## src/rtl/aqp_uart_tx_fifo_if.sv

```systemverilog
// Host-side bus for aqp_uart_tx_fifo.
//   master : host (drives tx_data/tx_valid; sees ready, busy, level, overflow)
//   slave  : transmitter
// Signals:
//   tx_data     [DATA_BITS]  word to enqueue
//   tx_valid                 write strobe, one push per cycle while high
//   tx_ready                 FIFO not full
//   tx_busy                  FIFO non-empty or frame in progress
//   fifo_level  [FIFO_AW+1]  FIFO occupancy 0..2**FIFO_AW
//   tx_overflow              one-cycle pulse after a dropped write
interface aqp_uart_tx_fifo_if #(
    parameter int DATA_BITS = 8,
    parameter int FIFO_AW   = 4
);
    logic [DATA_BITS-1:0] tx_data;
    logic                 tx_valid;
    logic                 tx_ready;
    logic                 tx_busy;
    logic [FIFO_AW:0]     fifo_level;
    logic                 tx_overflow;

    modport master (
        output tx_data, tx_valid,
        input  tx_ready, tx_busy, fifo_level, tx_overflow
    );

    modport slave (
        input  tx_data, tx_valid,
        output tx_ready, tx_busy, fifo_level, tx_overflow
    );
endinterface

```

## src/rtl/aqp_uart_tx_fifo.sv

```systemverilog
// UART transmitter with input FIFO, programmable frame format and CTS flow
// control. Frames go out back-to-back while CTS allows; bit timing restarts
// at every frame.
// Ports:
//   clk         system clock
//   reset       asynchronous, active-high reset
//   uart_txd    serial line, registered, idle high
//   uart_cts_n  clear-to-send, active low, asynchronous (2-flop synchronised)
//   host        aqp_uart_tx_fifo_if.slave: tx_data, tx_valid, tx_ready,
//               tx_busy, fifo_level, tx_overflow
module aqp_uart_tx_fifo #(
    parameter int CLKS_PER_BIT = 8,
    parameter int DATA_BITS    = 8,
    parameter int PARITY       = 0,
    parameter int STOP_BITS    = 1,
    parameter int FIFO_AW      = 4
) (
    input  logic                clk,
    input  logic                reset,
    output logic                uart_txd,
    input  logic                uart_cts_n,
    aqp_uart_tx_fifo_if.slave   host
);
    localparam int DEPTH = 2 ** FIFO_AW;
    localparam int TW    = $clog2(CLKS_PER_BIT);
    localparam logic [TW-1:0]    TICK_LAST  = TW'(CLKS_PER_BIT - 1);
    localparam logic [3:0]       DATA_LAST  = 4'(DATA_BITS - 1);
    localparam logic [3:0]       STOP_LAST  = 4'(STOP_BITS - 1);
    localparam logic [FIFO_AW:0] FULL_LEVEL = {1'b1, {FIFO_AW{1'b0}}};

    if (CLKS_PER_BIT < 2 || DATA_BITS < 5 || DATA_BITS > 9 ||
        (PARITY != 0 && PARITY != 1 && PARITY != 2) ||
        STOP_BITS < 1 || STOP_BITS > 2 || FIFO_AW < 1) begin : g_bad_param
        $error("aqp_uart_tx_fifo: illegal parameter combination");
    end

    typedef enum logic [2:0] {S_IDLE, S_START, S_DATA, S_PARITY, S_STOP} state_t;

    logic                 r_cts_meta, r_cts_sync;
    logic [DATA_BITS-1:0] r_mem [DEPTH];
    logic [FIFO_AW-1:0]   r_wptr, r_rptr;
    logic [FIFO_AW:0]     r_count;
    logic                 r_overflow;

    state_t               r_state, w_state_nxt;
    logic [TW-1:0]        r_tick, w_tick_nxt;
    logic [3:0]           r_bitcnt, w_bitcnt_nxt;
    logic [DATA_BITS-1:0] r_shift, w_shift_nxt;
    logic                 r_par, w_par_nxt;
    logic                 r_line, w_line_nxt;

    logic                 w_push, w_pop, w_empty, w_can_start, w_tick_last;
    logic [DATA_BITS-1:0] w_head;
    logic                 w_head_par;

    assign w_empty          = (r_count == '0);
    assign host.tx_ready    = (r_count != FULL_LEVEL);
    assign w_push           = host.tx_valid && host.tx_ready;
    assign host.fifo_level  = r_count;
    assign host.tx_overflow = r_overflow;
    assign host.tx_busy     = !w_empty || (r_state != S_IDLE);
    // CTS is only consulted here, i.e. at frame boundaries.
    assign w_can_start      = !w_empty && !r_cts_sync;
    assign w_tick_last      = (r_tick == TICK_LAST);
    assign w_head           = r_mem[r_rptr];
    assign w_head_par       = (PARITY == 1) ? ~^w_head : ^w_head;

    always_ff @(posedge clk or posedge reset) begin
        if (reset) begin
            r_cts_meta <= 1'b1;
            r_cts_sync <= 1'b1;
        end else begin
            r_cts_meta <= uart_cts_n;
            r_cts_sync <= r_cts_meta;
        end
    end

    always_ff @(posedge clk) begin
        if (w_push) r_mem[r_wptr] <= host.tx_data;
    end

    always_ff @(posedge clk or posedge reset) begin
        if (reset) begin
            r_wptr     <= '0;
            r_rptr     <= '0;
            r_count    <= '0;
            r_overflow <= 1'b0;
        end else begin
            if (w_push) r_wptr <= r_wptr + 1'b1;
            if (w_pop)  r_rptr <= r_rptr + 1'b1;
            case ({w_push, w_pop})
                2'b10:   r_count <= r_count + 1'b1;
                2'b01:   r_count <= r_count - 1'b1;
                default: r_count <= r_count;
            endcase
            r_overflow <= host.tx_valid && !host.tx_ready;
        end
    end

    always_comb begin
        w_state_nxt  = r_state;
        w_tick_nxt   = w_tick_last ? '0 : r_tick + 1'b1;
        w_bitcnt_nxt = r_bitcnt;
        w_shift_nxt  = r_shift;
        w_par_nxt    = r_par;
        w_pop        = 1'b0;
        case (r_state)
            S_IDLE: begin
                w_tick_nxt = '0;
                if (w_can_start) begin
                    w_pop        = 1'b1;
                    w_shift_nxt  = w_head;
                    w_par_nxt    = w_head_par;
                    w_bitcnt_nxt = '0;
                    w_state_nxt  = S_START;
                end
            end
            S_START: begin
                if (w_tick_last) w_state_nxt = S_DATA;
            end
            S_DATA: begin
                if (w_tick_last) begin
                    w_shift_nxt = r_shift >> 1;
                    if (r_bitcnt == DATA_LAST) begin
                        w_bitcnt_nxt = '0;
                        w_state_nxt  = (PARITY != 0) ? S_PARITY : S_STOP;
                    end else begin
                        w_bitcnt_nxt = r_bitcnt + 1'b1;
                    end
                end
            end
            S_PARITY: begin
                if (w_tick_last) begin
                    w_bitcnt_nxt = '0;
                    w_state_nxt  = S_STOP;
                end
            end
            S_STOP: begin
                if (w_tick_last) begin
                    if (r_bitcnt == STOP_LAST) begin
                        // Last stop cycle doubles as the next frame's launch point.
                        if (w_can_start) begin
                            w_pop        = 1'b1;
                            w_shift_nxt  = w_head;
                            w_par_nxt    = w_head_par;
                            w_bitcnt_nxt = '0;
                            w_tick_nxt   = '0;
                            w_state_nxt  = S_START;
                        end else begin
                            w_state_nxt  = S_IDLE;
                        end
                    end else begin
                        w_bitcnt_nxt = r_bitcnt + 1'b1;
                    end
                end
            end
            default: w_state_nxt = S_IDLE;
        endcase

        // The line register follows the next state so uart_txd lags it by one flop.
        case (w_state_nxt)
            S_START:  w_line_nxt = 1'b0;
            S_DATA:   w_line_nxt = w_shift_nxt[0];
            S_PARITY: w_line_nxt = w_par_nxt;
            default:  w_line_nxt = 1'b1;
        endcase
    end

    always_ff @(posedge clk or posedge reset) begin
        if (reset) begin
            r_state  <= S_IDLE;
            r_tick   <= '0;
            r_bitcnt <= '0;
            r_shift  <= '0;
            r_par    <= 1'b0;
            r_line   <= 1'b1;
            uart_txd <= 1'b1;
        end else begin
            r_state  <= w_state_nxt;
            r_tick   <= w_tick_nxt;
            r_bitcnt <= w_bitcnt_nxt;
            r_shift  <= w_shift_nxt;
            r_par    <= w_par_nxt;
            r_line   <= w_line_nxt;
            uart_txd <= r_line;
        end
    end
endmodule

```

## src/flat_wrapper.sv

```systemverilog
// flat-port wrapper written by rule: the top's interface ports become plain ports
module aqp_uart_tx_fifo_flat 
#(
    parameter int CLKS_PER_BIT = 8,
    parameter int DATA_BITS    = 8,
    parameter int PARITY       = 0,
    parameter int STOP_BITS    = 1,
    parameter int FIFO_AW      = 4
)
  (clk, reset, uart_txd, uart_cts_n, host_tx_data, host_tx_valid, host_tx_ready, host_tx_busy, host_fifo_level, host_tx_overflow);
  aqp_uart_tx_fifo_if #(.DATA_BITS(DATA_BITS), .FIFO_AW(FIFO_AW)) host_i ();
  input  logic clk;
  input  logic reset;
  output logic uart_txd;
  input  logic uart_cts_n;
  input wire logic [$bits(host_i.tx_data)-1:0] host_tx_data;
  input wire logic [$bits(host_i.tx_valid)-1:0] host_tx_valid;
  output wire logic [$bits(host_i.tx_ready)-1:0] host_tx_ready;
  output wire logic [$bits(host_i.tx_busy)-1:0] host_tx_busy;
  output wire logic [$bits(host_i.fifo_level)-1:0] host_fifo_level;
  output wire logic [$bits(host_i.tx_overflow)-1:0] host_tx_overflow;
  assign host_i.tx_data = host_tx_data;
  assign host_i.tx_valid = host_tx_valid;
  assign host_tx_ready = host_i.tx_ready;
  assign host_tx_busy = host_i.tx_busy;
  assign host_fifo_level = host_i.fifo_level;
  assign host_tx_overflow = host_i.tx_overflow;
  aqp_uart_tx_fifo #(.CLKS_PER_BIT(CLKS_PER_BIT), .DATA_BITS(DATA_BITS), .PARITY(PARITY), .STOP_BITS(STOP_BITS), .FIFO_AW(FIFO_AW)) u_core (.clk(clk), .reset(reset), .uart_txd(uart_txd), .uart_cts_n(uart_cts_n), .host(host_i));
endmodule
```

## config.mk

```make
export PLATFORM = sky130hd
export DESIGN_NAME = aqp_uart_tx_fifo_flat
export DESIGN_NICKNAME = d
export VERILOG_FILES = /design/src/rtl/aqp_uart_tx_fifo_if.sv /design/src/rtl/aqp_uart_tx_fifo.sv /design/src/flat_wrapper.sv
export SDC_FILE = /design/constraint.sdc
export NUM_CORES = 1
export LEC_CHECK = 0
export BUFFER_PORTS_ARGS = -buffer_cell sky130_fd_sc_hd__buf_2
export CAP_MARGIN = 20
export CORE_ASPECT_RATIO = 0.5
export CORE_UTILIZATION = 40
export DETAILED_ROUTE_END_ITERATION = 8
export GPL_TIMING_DRIVEN = 0
export PLACE_DENSITY = 0.63
export SYNTH_ARGS = -nofsm -noshare
export SYNTH_HDL_FRONTEND = slang
export SYNTH_SLANG_ARGS = --single-unit
export TNS_END_PERCENT = 100
```

## constraint.sdc

```tcl
create_clock -name clk -period 6.55 [get_ports clk]
set_clock_uncertainty 0.1 [all_clocks]
set_input_delay 1.965 -clock clk [delete_from_list [all_inputs] [get_ports clk]]
set_output_delay 1.965 -clock clk [all_outputs]
set_load 0.1 [all_outputs]
```

Yosys cells after proc, flatten, opt, wreduce, memory -nomap -nowiden
Memory sizes are Yosys's and may differ from the RTL's.
Index checks and enable logic that the tools add are counted.
{ "classes": {"n_addsub": 6, "n_eq_ne": 16, "n_mux": 38, "n_reduce_logical": 17} }
{ "ops": {"columns": ["op", "count"], "rows": [
  ["3-bit two-way mux", 11],
  ["8-bit two-way mux", 4],
  ["4-bit two-way mux", 6],
  ["8-bit case mux with 3 select lines", 1],
  ["4-bit case mux with 4 select lines", 1],
  ["3-bit case mux with 5 select lines", 1],
  ["4-bit by 1-bit adder with 4-bit output (second input constant)", 3],
  ["3-bit by 2-bit equality test with 1-bit output (second input constant)", 4],
  ["5-bit case mux with 2 select lines", 1],
  ["1-bit two-way mux", 9],
  ["2-bit by 1-bit != test with 1-bit output (second input constant)", 4],
  ["4-bit AND reduction", 2],
  ["8-bit XOR reduction", 1],
  ["3-bit by 1-bit equality test with 1-bit output (second input constant)", 2],
  ["3-bit equality test (second input constant)", 2],
  ["3-bit case mux with 2 select lines", 1],
  ["3-bit nonzero test", 2],
  ["5-bit by 1-bit adder with 5-bit output (second input constant)", 1],
  ["5-bit logical NOT", 1],
  ["5-bit != test (second input constant)", 1],
  ["5-bit by 1-bit subtractor with 5-bit output (second input constant)", 1],
  ["4-bit by 3-bit equality test with 1-bit output (second input constant)", 1],
  ["4-bit logical NOT", 1],
  ["1-bit case mux with 2 select lines", 2],
  ["other kinds (10)", 14]
]} }
{ "totals": {"reg_bits": 37, "mem_bits_rw": 128, "input_bits": 12, "output_inout_bits": 9, "elab_cells": 92, "mem_count": 1} }
{ "mem_list": {"columns": ["name", "depth", "width", "rd", "rd_clocked_by_memory_dff", "wr", "line", "source"], "rows": [
  ["u_core.r_mem", 16, 8, 1, 0, 1, "aqp_uart_tx_fifo.sv:40", "logic [DATA_BITS-1:0] r_mem [DEPTH];"]
]} }

Depth between registers and ports, before layout
Gate-level depths: netlist of the first run.
{ "depth": {"word_depth": 9, "depth_mapped": 16, "depth_no_buf": 15} }

Worst setup path after synthesis of the first run
OpenSTA, ideal clock, no wires.
{ "synth_timing": {"path_kind": "register to output", "from": "register u_core.r_count[0], in the netlist u_core.host.fifo_level[0]", "to": "output host_tx_busy", "arrival_ns": 2.044, "t_required_ns": 4.485, "setup_slack_ns": 2.441, "stages_incl_launch_ff": 4, "path_buffers": 0, "path_cell_list": "dfrtp_1 nor4_1 and2_1 nand2_1"} }
{ "synth_between": {"elab_chain_cells": 3} }
{ "synth_lines": {"columns": ["item", "line", "source"], "rows": [
  ["start: declaration", "aqp_uart_tx_fifo.sv:42", "logic [FIFO_AW:0] r_count;"],
  ["start signal: assignment", "aqp_uart_tx_fifo.sv:92", "2'b10: r_count <= r_count + 1'b1;"],
  ["start signal: assignment", "aqp_uart_tx_fifo.sv:93", "2'b01: r_count <= r_count - 1'b1;"],
  ["start signal: assignment", "aqp_uart_tx_fifo.sv:94", "default: r_count <= r_count;"],
  ["5-bit logical NOT", "aqp_uart_tx_fifo.sv:56", "assign w_empty = (r_count == '0);"],
  ["1-bit logical NOT", "aqp_uart_tx_fifo.sv:61", "assign host.tx_busy = !w_empty || (r_state != S_IDLE);"],
  ["1-bit logical OR", "aqp_uart_tx_fifo.sv:61", null],
  ["end: declaration", "flat_wrapper.sv:19", "output wire logic [$bits(host_i.tx_busy)-1:0] host_tx_busy;"]
]} }
Every way passes these cells.

Worst setup path after layout of the first run
Ends and elaborated chain as after synthesis.

==> results_dict.tcl, run 1 <==
set metrics [dict create \
    utilization 0.483 \
    nets 499 \
    routed_via_density 5.36 \
    antennaDiodeCount 0 \
    syn_inst 425 \
    endpoint_kind "output port" \
    period_share 0.616 \
    yosysSeqAreaShare 0.690 \
    first_iter_violations 371 \
    num_rows 33 \
    power_density_mw_per_mm2 345 \
    criticalPathCategory "flip-flop to output port" \
    fin_total_pwr_uw 2770 \
    rsz0062_at_grt "false" \
    worstPathRequired_ns 4.49 \
    synthSimpleGateAreaFrac 0.0660 \
    port_buffers 20 \
    path_clk_slew_ns 0.07 \
    grt_max_degree 38 \
    drc 0 \
    p_leak_uw 0.00296 \
    synth_fa_ha_area_frac 0.0264 \
    core-area_mm2 0.0166 \
    wire_per_inst_um 20.3 \
    synth.area.mux_share 0.114 \
    slew_headroom 0.255 \
    area_delta_synth_final_pct 16.0 \
    crit_path_max_fanout 5 \
    setup_tns_ns 0 \
    ios 21 \
    post_cts_buffers 0 \
    synth-xor-area-share 0.0258 \
    synth_edf_count 128 \
    grt_pass1_vias 3768 \
    reg2reg_depth 15 \
    min_from "u_core.r_line" \
    synth_area_mm2 0.00692 \
    r2r-start "u_core.host.fifo_level[0]" \
    postCtsResizedCells 0 \
    start_util 0.416 \
    ir_drop_mv 0.321 \
    syn_area_per_cell_um2 16.3 \
    clock_latency_ns 0.43 \
    grtUsageTotal 0.177 \
    gp_congestion 0.793 \
    synth_top_family_by_area "multiplexers" \
    ctsHoldBuffers 0 \
    fp.dieW_um 188 \
    max_cap_viol_count 0 \
    dp_hpwl_um 9150 \
    htree_num_levels 4 \
    antenna_found_initial 0 \
    cp-start-kind "flip-flop" \
    dieHeight_um 95.0 \
    grt-ovfl-total 0 \
    first_pass_iters 5 \
    cts.sinks 165 \
    async_reset_ff_frac 0.224 \
    cts_buffers 17 \
    layout-drive-gt1-share 0.218 \
    cp.arrival_ns 1.97 \
    min_path_cells 0 \
    setup_violations 0 \
    hold_viol_final 0 \
    worstMarginPinSlew_ns 1.11 \
    synth.distinct_cells 50 \
    timing.fmax_mhz 248 \
    clock_path_buffers 2 \
    period_needed_ns 4.03 \
    status "finished clean" \
    synth-compound-area-share 0.0526 \
    cts_tree "built" \
    final_antenna_net_count 0 \
    synth-main-ff-cell "edfxtp_1" \
    dr_total_vias 3824 \
    grt_pass1_wl_um 22500 \
    synthesis.nets 451 \
    slew_viol_final 0 \
    fp.dieArea_mm2 0.0179 \
    root_buffer "clkbuf_16" \
    yosysWarnings 0 \
    wirelength_um 14400 \
    synth-seq-cells 165 \
    worstSetupStartpoint "u_core.host.fifo_level[0]" \
    min_path_type "flip-flop to flip-flop" \
]
-- metal layers --
layer  wire length (µm)  global-route usage
met2               6560               0.270
met5                  0                   0
met3                918              0.0434
met4                123              0.0501
met1               6850               0.254
-- placed cells by master, fill, tap and decap left out, drive strengths merged, types with 3 or more instances in the layout --
cell type  instances
o21ai             12
clkbuf            27
dfstp              4
a222oi             6
nor2              26
nand2b             3
nor2b              7
edfxtp           128
xor2               3
and2               4
inv               30
mux4              31
xnor2             14
buf               39
mux2i              6
nand2             29
a21oi              7
a22oi              7
nand3             11
a21o               5
clkinv             3
nor3               8
ha                13
dfrtp             33
nand4              3
-- registers in the layout, indices dropped and copies added (netlist names), 3 cells and up --
| register | cells |
|---|---|
| u_core.r_tick | 3 |
| u_core.host.fifo_level | 5 |
| u_core.r_state | 3 |
| u_core.r_wptr | 4 |
| u_core.r_mem | 128 |
| u_core.r_bitcnt | 4 |
| u_core.r_shift | 8 |
| u_core.r_rptr | 4 |
-- cell usage after synthesis (4+ instances only) --
master      n  share of area
edfxtp_1  128           0.56
dfrtp_1    33           0.12
nand2_1    29          0.016
mux4_2     26          0.085
nor2_1     26          0.014
inv_1      21          0.011
ha_1       13          0.023
xnor2_1    13          0.016
nand3_1    11         0.0080
o21ai_0    11         0.0080
clkbuf_1   10         0.0054
nor3_1      8         0.0058
a21oi_1     7         0.0051
a22oi_1     7         0.0076
nor2b_1     7         0.0063
a222oi_1    6         0.0087
mux2i_1     6         0.0087
a21o_1      5         0.0054
mux4_1      5          0.019
and2_1      4         0.0036
buf_2       4         0.0029
dfstp_2     4          0.015
-- final cells by class --
class	count	area (µm²)
fill	1385	8610
tap	227	284
clock buffer	17	425
clock inverter	15	183
sequential	165	4770
multi-input combinational	219	1990
buffer	20	98.8
timing repair buffer	29	198
inverter	21	78.8
-- final timing paths --
kind,end,slack (ns)
max in group asynchronous,u_core.r_shift[4],4.26
min in group asynchronous,u_core.host.tx_overflow,1.59
worst max-delay path,host_tx_busy,2.52
worst min register to register,u_core.uart_txd,0.26
worst min-delay path,u_core.uart_txd,0.26
worst max register to register,u_core.host.fifo_level[4],3.00
-- power breakdown --
part / switching, µW / leakage [µW] / internal, µW
combinational: 331 / 0.00105 / 124
clock: 456 / 0.000299 / 580
sequential: 40.1 / 0.00161 / 1240
-- stage by stage --
stage | std cells | cell area (µm²) | setup WS, ns | hold WS [ns]
6_report | 713 | 8030 | 2.52 | 0.256
2_1_floorplan | 425 | 6920 | 2.44 | 0.245
3_3_place_gp | 672 | 7310 | 1.92 | 0.246
3_5_place_dp | 677 | 7380 | 2.38 | 0.247
4_1_cts | 709 | 7990 | 2.48 | 0.257
5_1_grt | 713 | 8030 | 2.37 | 0.265
-- critical path: stages (launching register included) --
cell	delay, ns
dfrtp_1	0.44
nor4_1	0.53
and2_1	0.22
nand2_1	0.05
buf_2	0.31
-- cells by family after synthesis --
family / after synthesis
xor gates and xnor gates: 18
buffers and inverters: 41
DFF: 165
adders and majority gates: 14
muxes: 38
AOI/OAI and AO/OA: 51
and+or+nand+nor: 98
Note: power is estimated with default switching activity, not from simulation.
==> inputs of run 2 (changes only) <==
- clock period: 6.55 -> 3.9 ns (I/O delays scaled with it)
==> run 2 against run 1 <==
- sequential power rose by 68%
- cell count is the same
- worst setup slack got worse by 2.1 ns
==> results_dict.tcl, run 2 (same netlist as run 1, synthesis figures left out) <==
set metrics [dict create \
    status "finished clean" \
    post_cts_buffers 0 \
    p_switching_uw 1360 \
    worstMarginPinSlew_ns 1.16 \
    clock_latency_ns 0.42 \
    timing.fmax_mhz 284 \
    period_share 0.902 \
    cts_buffers 17 \
    p_leak_uw 0.00296 \
    endpoint_kind "flip-flop" \
    nets 500 \
    pre_cts_slack_ns 0.226 \
    ios 21 \
    largest_reg_flops 128 \
    final_antenna_net_count 0 \
    port_buffers 20 \
    max_cap_viol_count 0 \
    antenna_found_initial 0 \
    layout_common_cells "edfxtp_1, dfrtp_1, nand2_1" \
    cts.sinks 165 \
    hold_viol_final 0 \
    grt_max_degree 38 \
    p_sw_frac 0.294 \
    p_comb_frac 0.168 \
    dp_hpwl_um 9330 \
    grt_pass1_wl_um 22300 \
    grt_use_met1 0.251 \
    placed_area_mm2 0.00742 \
    clock_path_buffers 2 \
    slew_headroom 0.221 \
    first_pass_iters 4 \
    p_seq_frac 0.465 \
    setup_violations 0 \
    htree_num_levels 4 \
    cp.arrival_ns 3.72 \
    wirelength_um 14500 \
    fp.dieW_um 188 \
    gr-max-usage-layer "met2" \
    path_clk_slew_ns 0.06 \
    dr_total_vias 3844 \
    fp.dieArea_mm2 0.0179 \
    drc 0 \
    grt-ovfl-total 0 \
    wire_per_inst_um 20.3 \
    pwr-share-clk 0.367 \
    crit_path_max_fanout 10 \
    cp-start-kind "flip-flop" \
    grt_util_met2 0.267 \
    gp_congestion 0.781 \
    start_util 0.416 \
    setup_tns_ns 0 \
    cts_tree "built" \
    worstPathRequired_ns 4.10 \
    final_area_mm2 0.00804 \
    layout-drive-gt1-share 0.220 \
    dieHeight_um 95.0 \
    final_common_cell "edfxtp_1" \
    regMostFlops "u_core.r_mem" \
    p_int_uw 3260 \
    ir_drop_mv 0.441 \
    utilization 0.483 \
    area_delta_synth_final_pct 16.1 \
    root_buffer "clkbuf_16" \
    criticalPathCategory "flip-flop to flip-flop" \
    num_rows 33 \
    power_density_mw_per_mm2 575 \
    core-area_mm2 0.0166 \
    grt_pass1_vias 3750 \
    min_path_type "flip-flop to flip-flop" \
    gr-usage-met3 0.0420 \
    period_needed_ns 3.52 \
    routed_via_density 5.39 \
    slew_viol_final 0 \
    first_iter_violations 310 \
    setup_ws_ns 0.382 \
    grtUsageTotal 0.175 \
    antennaDiodeCount 0 \
    rsz0062_at_grt "false" \
]
run 2: cell count changes in the layout (fill, tap and decap cells not counted), sizes merged:
| cell | previous run | this run |
|---|---|---|
| buf | 39 | 40 |
| clkbuf | 27 | 28 |
| clkinv | 3 | 2 |
| inv | 30 | 29 |
run 2: path summary, 6_finish.rpt:
kind                                         from                   endpoint  slack [ns]  cells past startpoint
worst max-delay path            u_core.r_state[1]  u_core.host.fifo_level[4]        0.38                     14
worst min-delay path                u_core.r_line            u_core.uart_txd        0.26                      0
worst max register to register  u_core.r_state[1]  u_core.host.fifo_level[4]        0.38                     14
worst min register to register      u_core.r_line            u_core.uart_txd        0.26                      0
max in group asynchronous                   reset         u_core.r_bitcnt[1]        2.40                      2
min in group asynchronous                   reset    u_core.host.tx_overflow        0.80                      2
run 2: timing repair:
action                                  in CTS  in global routing
hold buffers                                 0                  0
gates resized for setup                      0                  1
endpoints found under the setup margin       0                  1
run 2: area by class of cell:
class / instances / area (µm²)
repair buffers: 30 / 209
clock inverters: 13 / 161
inverters: 21 / 78.8
clock buffers: 18 / 429
fillers: 1409 / 8600
multi-input cells: 219 / 2000
plain buffers: 20 / 98.8
flip-flops and latches: 165 / 4770
well taps: 227 / 284
run 2: critical path: stages, from the launching register on:
cell and delay (ns):
dfrtp_1 0.40, buf_1 0.23, nor2_1 0.32, nand3_1 0.34, inv_1 0.22, clkbuf_1 0.41, ha_1 0.32, inv_1 0.10
fa_1 0.40, inv_1 0.07, a21o_1 0.10, a21oi_1 0.07, xnor2_1 0.13, nor2_1 0.07, xnor2_1 0.13
run 2: routing by layer:
metal / part of all wire / wire [µm]
met1: 0.48 / 6980
met2: 0.46 / 6600
met3: 0.055 / 804
met4: 0.0070 / 102
met5: 0 / 0
run 2: power by group through the flow:
| stage | combinational [µW] | clock, µW | sequential [µW] |
|---|---|---|---|
| 6_report | 775 | 1700 | 2150 |
| 5_1_grt | 839 | 1790 | 2170 |
| 3_3_place_gp | 719 | 0 | 2180 |
| 3_5_place_dp | 772 | 0 | 2190 |
| 4_1_cts | 773 | 1720 | 2150 |
| 2_1_floorplan | 362 | 0 | 2360 |
run 2: per-stage QoR:
step / hold WS [ns] / std cells / power, µW
2_1_floorplan: 0.245 / 425 / 2720
3_3_place_gp: 0.246 / 672 / 2900
3_5_place_dp: 0.248 / 680 / 2960
4_1_cts: 0.257 / 711 / 4640
5_1_grt: 0.264 / 713 / 4790
6_report: 0.256 / 713 / 4620
